==> src/rtl/digit_count_arbiter.sv <==
// rtl/digit_count_arbiter.sv - round-robin front end for a shared iterative decimal digit counter
// One divide-by-10 per CALC cycle on the granted operand; the result is returned tagged with the requester id.
module digit_count_arbiter #(
    parameter int NREQ  = 4,
    parameter int WIDTH = 32,
    parameter int IDW   = $clog2(NREQ)
) (
    input  logic                  clk,
    input  logic                  rst,
    input  logic [NREQ-1:0]       req_valid,
    input  logic [NREQ*WIDTH-1:0] req_number,
    output logic [NREQ-1:0]       req_ready,
    output logic                  resp_valid,
    output logic [IDW-1:0]        resp_id,
    output logic [WIDTH-1:0]      resp_digits,
    output logic                  busy
);

    typedef enum logic [1:0] {IDLE, CALC, DONE} state_t;

    state_t             state_q, state_d;
    logic [WIDTH-1:0]   work_q, work_d;
    logic [WIDTH-1:0]   count_q, count_d;
    logic [IDW-1:0]     gid_q, gid_d;
    logic [IDW-1:0]     last_q, last_d;
    logic               resp_valid_q, resp_valid_d;
    logic [IDW-1:0]     resp_id_q, resp_id_d;
    logic [WIDTH-1:0]   resp_digits_q, resp_digits_d;

    logic [WIDTH-1:0]   operand [NREQ];
    logic [IDW-1:0]     winner;
    logic               any_valid;
    logic [IDW-1:0]     scan_idx;
    int                 scan_sum;

    always_comb begin
        for (int i = 0; i < NREQ; i++) begin
            operand[i] = req_number[i*WIDTH +: WIDTH];
        end
    end

    // Scan from last+1 upward with wrap; the first valid requester wins.
    always_comb begin
        winner    = '0;
        any_valid = 1'b0;
        scan_idx  = '0;
        scan_sum  = 0;
        for (int k = 1; k <= NREQ; k++) begin
            scan_sum = int'(last_q) + k;
            if (scan_sum >= NREQ) begin
                scan_sum = scan_sum - NREQ;
            end
            scan_idx = IDW'(scan_sum);
            if (!any_valid && req_valid[scan_idx]) begin
                any_valid = 1'b1;
                winner    = scan_idx;
            end
        end
    end

    assign req_ready = (state_q == IDLE && !rst && any_valid) ? (NREQ'(1) << winner) : '0;

    always_comb begin
        state_d       = state_q;
        work_d        = work_q;
        count_d       = count_q;
        gid_d         = gid_q;
        last_d        = last_q;
        resp_valid_d  = 1'b0;
        resp_id_d     = resp_id_q;
        resp_digits_d = resp_digits_q;
        case (state_q)
            IDLE: begin
                if (any_valid) begin
                    work_d  = operand[winner];
                    count_d = '0;
                    gid_d   = winner;
                    last_d  = winner;
                    state_d = CALC;
                end
            end
            CALC: begin
                if (work_q != '0) begin
                    work_d  = work_q / WIDTH'(10);
                    count_d = count_q + WIDTH'(1);
                end else begin
                    resp_digits_d = count_q;
                    resp_id_d     = gid_q;
                    resp_valid_d  = 1'b1;
                    state_d       = DONE;
                end
            end
            default: begin
                state_d = IDLE;
            end
        endcase
    end

    always_ff @(posedge clk) begin
        if (rst) begin
            state_q       <= IDLE;
            work_q        <= '0;
            count_q       <= '0;
            gid_q         <= '0;
            last_q        <= IDW'(NREQ - 1);
            resp_valid_q  <= 1'b0;
            resp_id_q     <= '0;
            resp_digits_q <= '0;
        end else begin
            state_q       <= state_d;
            work_q        <= work_d;
            count_q       <= count_d;
            gid_q         <= gid_d;
            last_q        <= last_d;
            resp_valid_q  <= resp_valid_d;
            resp_id_q     <= resp_id_d;
            resp_digits_q <= resp_digits_d;
        end
    end

    assign resp_valid  = resp_valid_q;
    assign resp_id     = resp_id_q;
    assign resp_digits = resp_digits_q;
    assign busy        = (state_q != IDLE);

endmodule

==> config.mk <==
export PLATFORM = sky130hd
export DESIGN_NAME = digit_count_arbiter
export DESIGN_NICKNAME = d
export VERILOG_FILES = /design/src/rtl/digit_count_arbiter.sv
export SDC_FILE = /design/constraint.sdc
export NUM_CORES = 1
export LEC_CHECK = 0
export ABC_AREA = 1
export CORE_AREA = 2 2 125 127
export DETAILED_ROUTE_END_ITERATION = 12
export DIE_AREA = 0 0 127 129
export PLACE_DENSITY_LB_ADDON = 0.12
export SKIP_LAST_GASP = 1
export SYNTH_ARGS = -nofsm -noshare
export SYNTH_HDL_FRONTEND = slang
export SYNTH_SLANG_ARGS = --single-unit
==> constraint.sdc <==
create_clock -name clk -period 13.8 [get_ports clk]
set_clock_uncertainty 0.1 [all_clocks]
set_input_delay 1.38 -clock clk [delete_from_list [all_inputs] [get_ports clk]]
set_output_delay 1.38 -clock clk [all_outputs]
set_load 0.1 [all_outputs]
Yosys cells after proc, flatten, opt, wreduce, memory -nomap -nowiden
Cells that the tools add are included.

storage, ports and cells
  output and inout bits = 40
  word-level logic and storage cells = 87
  input bits = 134
  bits in registers = 105

operators by class
  multiplexer cells = 34
  add/sub/neg operators = 9
  reductions and logical operators = 18
  bitwise logic cells = 3
  order comparisons = 9
  shifts and indexed selects = 1
  equal/unequal tests = 4
  div/mod/pow operators = 1

operators with widths
  cell                   count
  $mux 32                6
  $pmux 32 s2            2
  $bmux 32 s2            1
  $add 32x1->32 const B  1
  $div 32x4->32 const B  1
  $reduce_bool 32->1     1
  $mux 2                 10
  $ge 3x3->1 const B     4
  $lt 2x3->1 const B     4
  $mux 1                 9
  $bmux 1 s2             4
  $sub 2x1->2 const B    4
  $add 2x2->3 const B    2
  $ne 2x2->1 const B     3
  $reduce_and 2->1       3
  $logic_and 1x1->1      5
  $add 2x3->4 const B    1
  $ge 4x3->1 const B     1
  $logic_not 1->1        4
  $mux 4                 1
  $pmux 2 s2             1
  $reduce_bool 2->1      2
  $shl 1x2->4 const A    1
  $add 2x1->3 const B    1
  other kinds (6)        7

Depth between registers and ports, before layout
  word-level depth = 21
  gate-level depth with buffers = 133
  mapped depth without buffers = 133

Worst setup path after synthesis
OpenSTA, ideal clock, no wires.

  kind = register -> register
  start point = register work_q[31]
  end point = register work_q[0]
  arrival = 8.753 ns
  path buffers = 0
  data required time = 13.588 ns
  setup slack = 4.835 ns
  cell stages (with the launch flop) = 125
  path through = dfxtp_1 > inv_1 > o21ai_2 > inv_2 > o21ai_2 > xor2_2 > inv_2 > nand2_2 > nand2_1 > nand2_2 > inv_2 > nand2_2 > nand2_2 > nand2_2 > nand2_2 > nand2_2 > nand2_1 > nand2_1 > (+89 left out) > inv_2 > nand2_1 > nand2_1 > nand2_1 > nand2_2 > inv_2 > nand2_4 > nand2_2 > nand2_1 > nand2_1 > inv_2 > nand2_2 > nand2_2 > nand2_1 > nand3_1 > nand3_1 > nand2_1 > nand2_1

between the ends
  longest elaborated chain between the ends = 3
  elaborated cells between the ends (all ways) = 6

RTL lines
  what                                                        RTL line  source
  start, declared                                             22        logic [WIDTH-1:0] work_q, work_d;
  start signal, assigned                                      111       work_q <= work_d;
  $div 32x4->32 / $reduce_bool 32->1 (equally long branches)  84, 83
  $mux 32 / $ne 2x2->1 (equally long branches)                -
  $pmux 32 s2 / $reduce_and 3->1 (equally long branches)      -

Several ways; a longest one is shown, not always the timed one. The select of a mux whose other input is x is not followed.
A chain may end at the register's enable or synchronous reset.

Worst setup path in the final report
Same ends and word-level chain as after synthesis.

==> results.py <==
metrics = {
    "timing": {
        "setup_viol": 0,
        "maxSlewHeadroom_pct": 27.83,
        "final_hold_viol_count": 0,
        "setup_tns_ns": 0,
        "rsz0062_at_grt": "no",
        "max_freq_mhz": 98.01,
        "drv_slew": 0,
        "finalCritPeriodShare_pct": 73.94,
        "period_minus_slack_ns": 10.20,
        "worst_slew_pin_slew_ns": 1.081,
    },
    "drt": {
        "drc": 0,
        "wl_um": 20290,
        "routed_via_density": 5.331,
        "vias": 8023,
        "drt-pass1-iter-count": 5,
        "ant_nets": 0,
        "wire_per_inst_um": 13.48,
        "drt-initial-drc-count": 452,
    },
    "cts": {
        "holdBufCountCts": 0,
        "cts.reportedPaths.clkPinSlew_ns": 0.08,
        "cts_made_buffers": 9,
        "post_cts_buffers": 0,
        "cts-resized-gates": 0,
        "clockRootBuffer": "clkbuf_16",
        "cts_max_level": 3,
        "cts_tree": "done",
        "clock-sinks": 105,
        "clockBufferDepth": 2,
        "clkLatencyLatePin_ns": 0.34,
    },
    "grt": {
        "grtUsageMet1_pct": 30.94,
        "grt_use_met3_pct": 4.657,
        "grt_start_max_net_pins": 58,
        "track_usage_pct": 24.73,
        "antenna_found_initial": 0,
        "grt_pass1_vias": 7537,
        "grt_overflow": 0,
        "grt_first_pass_wirelength_um": 34180,
        "busiest_layer": "met2",
        "met2_usage_pct": 44.53,
    },
    "yosys": {
        "synthesis.area_mm2": 0.007400,
        "synth_nets": 1295,
        "synth_area_per_cell_um2": 6.379,
        "ys_async_sr_fraction_pct": 0,
        "synth_edf_count": 0,
        "synth_warnings": 0,
        "yosys_register_bits": 105,
        "yosys_most_used_dff": "dfxtp_1",
        "syn-instance-count": 1160,
        "synthDistinctLibCells": 40,
        "synth-seq-area-share_pct": 28.41,
    },
    "setup_path": {
        "r2r_setup_slack_ns": 3.60,
        "worstSetupStartpoint": "work_q[31]$_SDFFE_PP0P_",
        "cp.arrival_ns": 10.34,
        "max_stage_delay_ns": 0.37,
        "critPathCaptureType": "flop",
        "cp-start-kind": "flop",
        "cp_slowest_cell": "dfxtp_1",
        "crit_family": "simple AND/OR/NAND/NOR gates",
        "crit_top_cell": "nand2_2",
        "timing.rr.start": "work_q[31]$_SDFFE_PP0P_",
        "cp_max_fo": 6,
        "path_class": "flop to flop",
        "path_buf_inv": 18,
        "cp.required_ns": 13.94,
    },
    "hold_path": {
        "hp-class": "flop to flop",
        "hp-start": "gid_q[0]$_SDFFE_PP0P_",
    },
    "floorplan": {
        "initial_core_util_pct": 49.41,
        "fp.dieW_um": 127,
        "rows": 45,
        "core_area_mm2": 0.01498,
        "die_area_mm2": 0.01638,
        "fp.dieH_um": 129,
        "ioPinCount": 174,
    },
    "finish": {
        "final_nets": 1447,
        "finalNonFillerCells": 1505,
        "fill_cells": 1392,
        "area_growth_pct": 29.61,
        "design_area_mm2": 0.009590,
        "drive_above_1_share_pct": 13.06,
        "antennaDiodeCount": 0,
    },
    "placed_design": {
        "gp_congestion": 0.9045,
        "place_inst": 1489,
        "port_buffers": 173,
        "place_area_mm2": 0.009289,
        "dp_hpwl_um": 15050,
    },
    "run_status": {
        "status": "complete, no violations",
    },
    "run": {
        "max_cap_violations": 0,
    },
}
path summary, 6_finish.rpt:
kind,depth (start not counted),to
min,2,gid_q[0]$_SDFFE_PP0P_
max reg2reg,127,work_q[0]$_SDFFE_PP0P_
max,127,work_q[0]$_SDFFE_PP0P_
min reg2reg,2,gid_q[0]$_SDFFE_PP0P_
worst min-delay path: stages, from the launching register on:
cell and delay, ns:
dfxtp_1 0.34, nand2_1 0.05, o21ai_0 0.05
cells in the mapped netlist, drive strengths merged, types with 6 or more instances:
library cell | instances | area (µm²)
a21oi | 57 | 289.0
nor2 | 86 | 325.3
o32ai | 25 | 219.0
nand3 | 173 | 935.9
o21ai | 90 | 461.7
clkbuf | 38 | 142.6
nor4 | 6 | 37.54
a22oi | 58 | 435.4
xor2 | 8 | 77.58
nand2 | 317 | 1493
dfxtp | 105 | 2102
nand4 | 6 | 37.54
nor3 | 9 | 45.04
inv | 153 | 574.3
routing by layer:
layer	vias to the layer above	part of all wire, %
met2	207	47
met5	-	0
met3	18	6.0
met4	0	1.0
li1	4230	-
met1	3568	46
state kept, by name, indices dropped and copies added, names as in the netlist:
| name | cells |
|---|---|
| count_q | 32 |
| gid_q | 2 |
| last_q | 2 |
| resp_digits | 32 |
| resp_id | 2 |
| resp_valid | 1 |
| state_q | 2 |
| work_q | 32 |
cell families after synthesis:
kind of cell / Yosys count / synth area share [%]
flip-flops: 105 / 28.41
multiplexers: 2 / 0.2706
XOR/XNOR: 8 / 1.048
buffers and inverters: 195 / 9.892
AND/OR/NAND/NOR: 601 / 39.23
AO/OA/AOI/OAI: 248 / 20.98
adder cells (fa/ha/maj): 1 / 0.1691
cells in the final DEF (no fill, tap or decap), drive strengths merged, types with 25 or more instances in the layout:
cell type        n
nor2            86
dfxtp          105
o32ai           25
a22oi           58
o21ai           90
clkdlybuf4s50  173
inv            158
nand3          173
a21oi           57
nand2          317
area by class of cell:
| cell class | instances | area [µm²] | share of cell area [%] |
|---|---|---|---|
| multi-input cells | 860 | 4578 | 47.74 |
| inverters | 155 | 581.8 | 6.067 |
| well taps | 188 | 235.2 | 2.453 |
| repair buffers | 181 | 1792 | 18.68 |
| clock buffers | 10 | 239.0 | 2.492 |
| clock inverters | 6 | 62.56 | 0.6523 |
| flip-flops and latches | 105 | 2102 | 21.92 |
per-stage QoR:
step | hold slack (ns) | utilization [%] | setup WS [ns]
CTS | 0.3758 | 64.04 | 3.644
detailed placement | 0.3475 | 62.02 | 3.693
finish | 0.3727 | 64.04 | 3.597
global placement | 0.3433 | 62.02 | 4.040
global route | 0.4016 | 64.04 | 2.037
floorplan | 0.3231 | - | 4.835
Power is left out: the tool's default activity adds up to more than one toggle a clock period on the data nets, which glitch-free logic cannot reach.
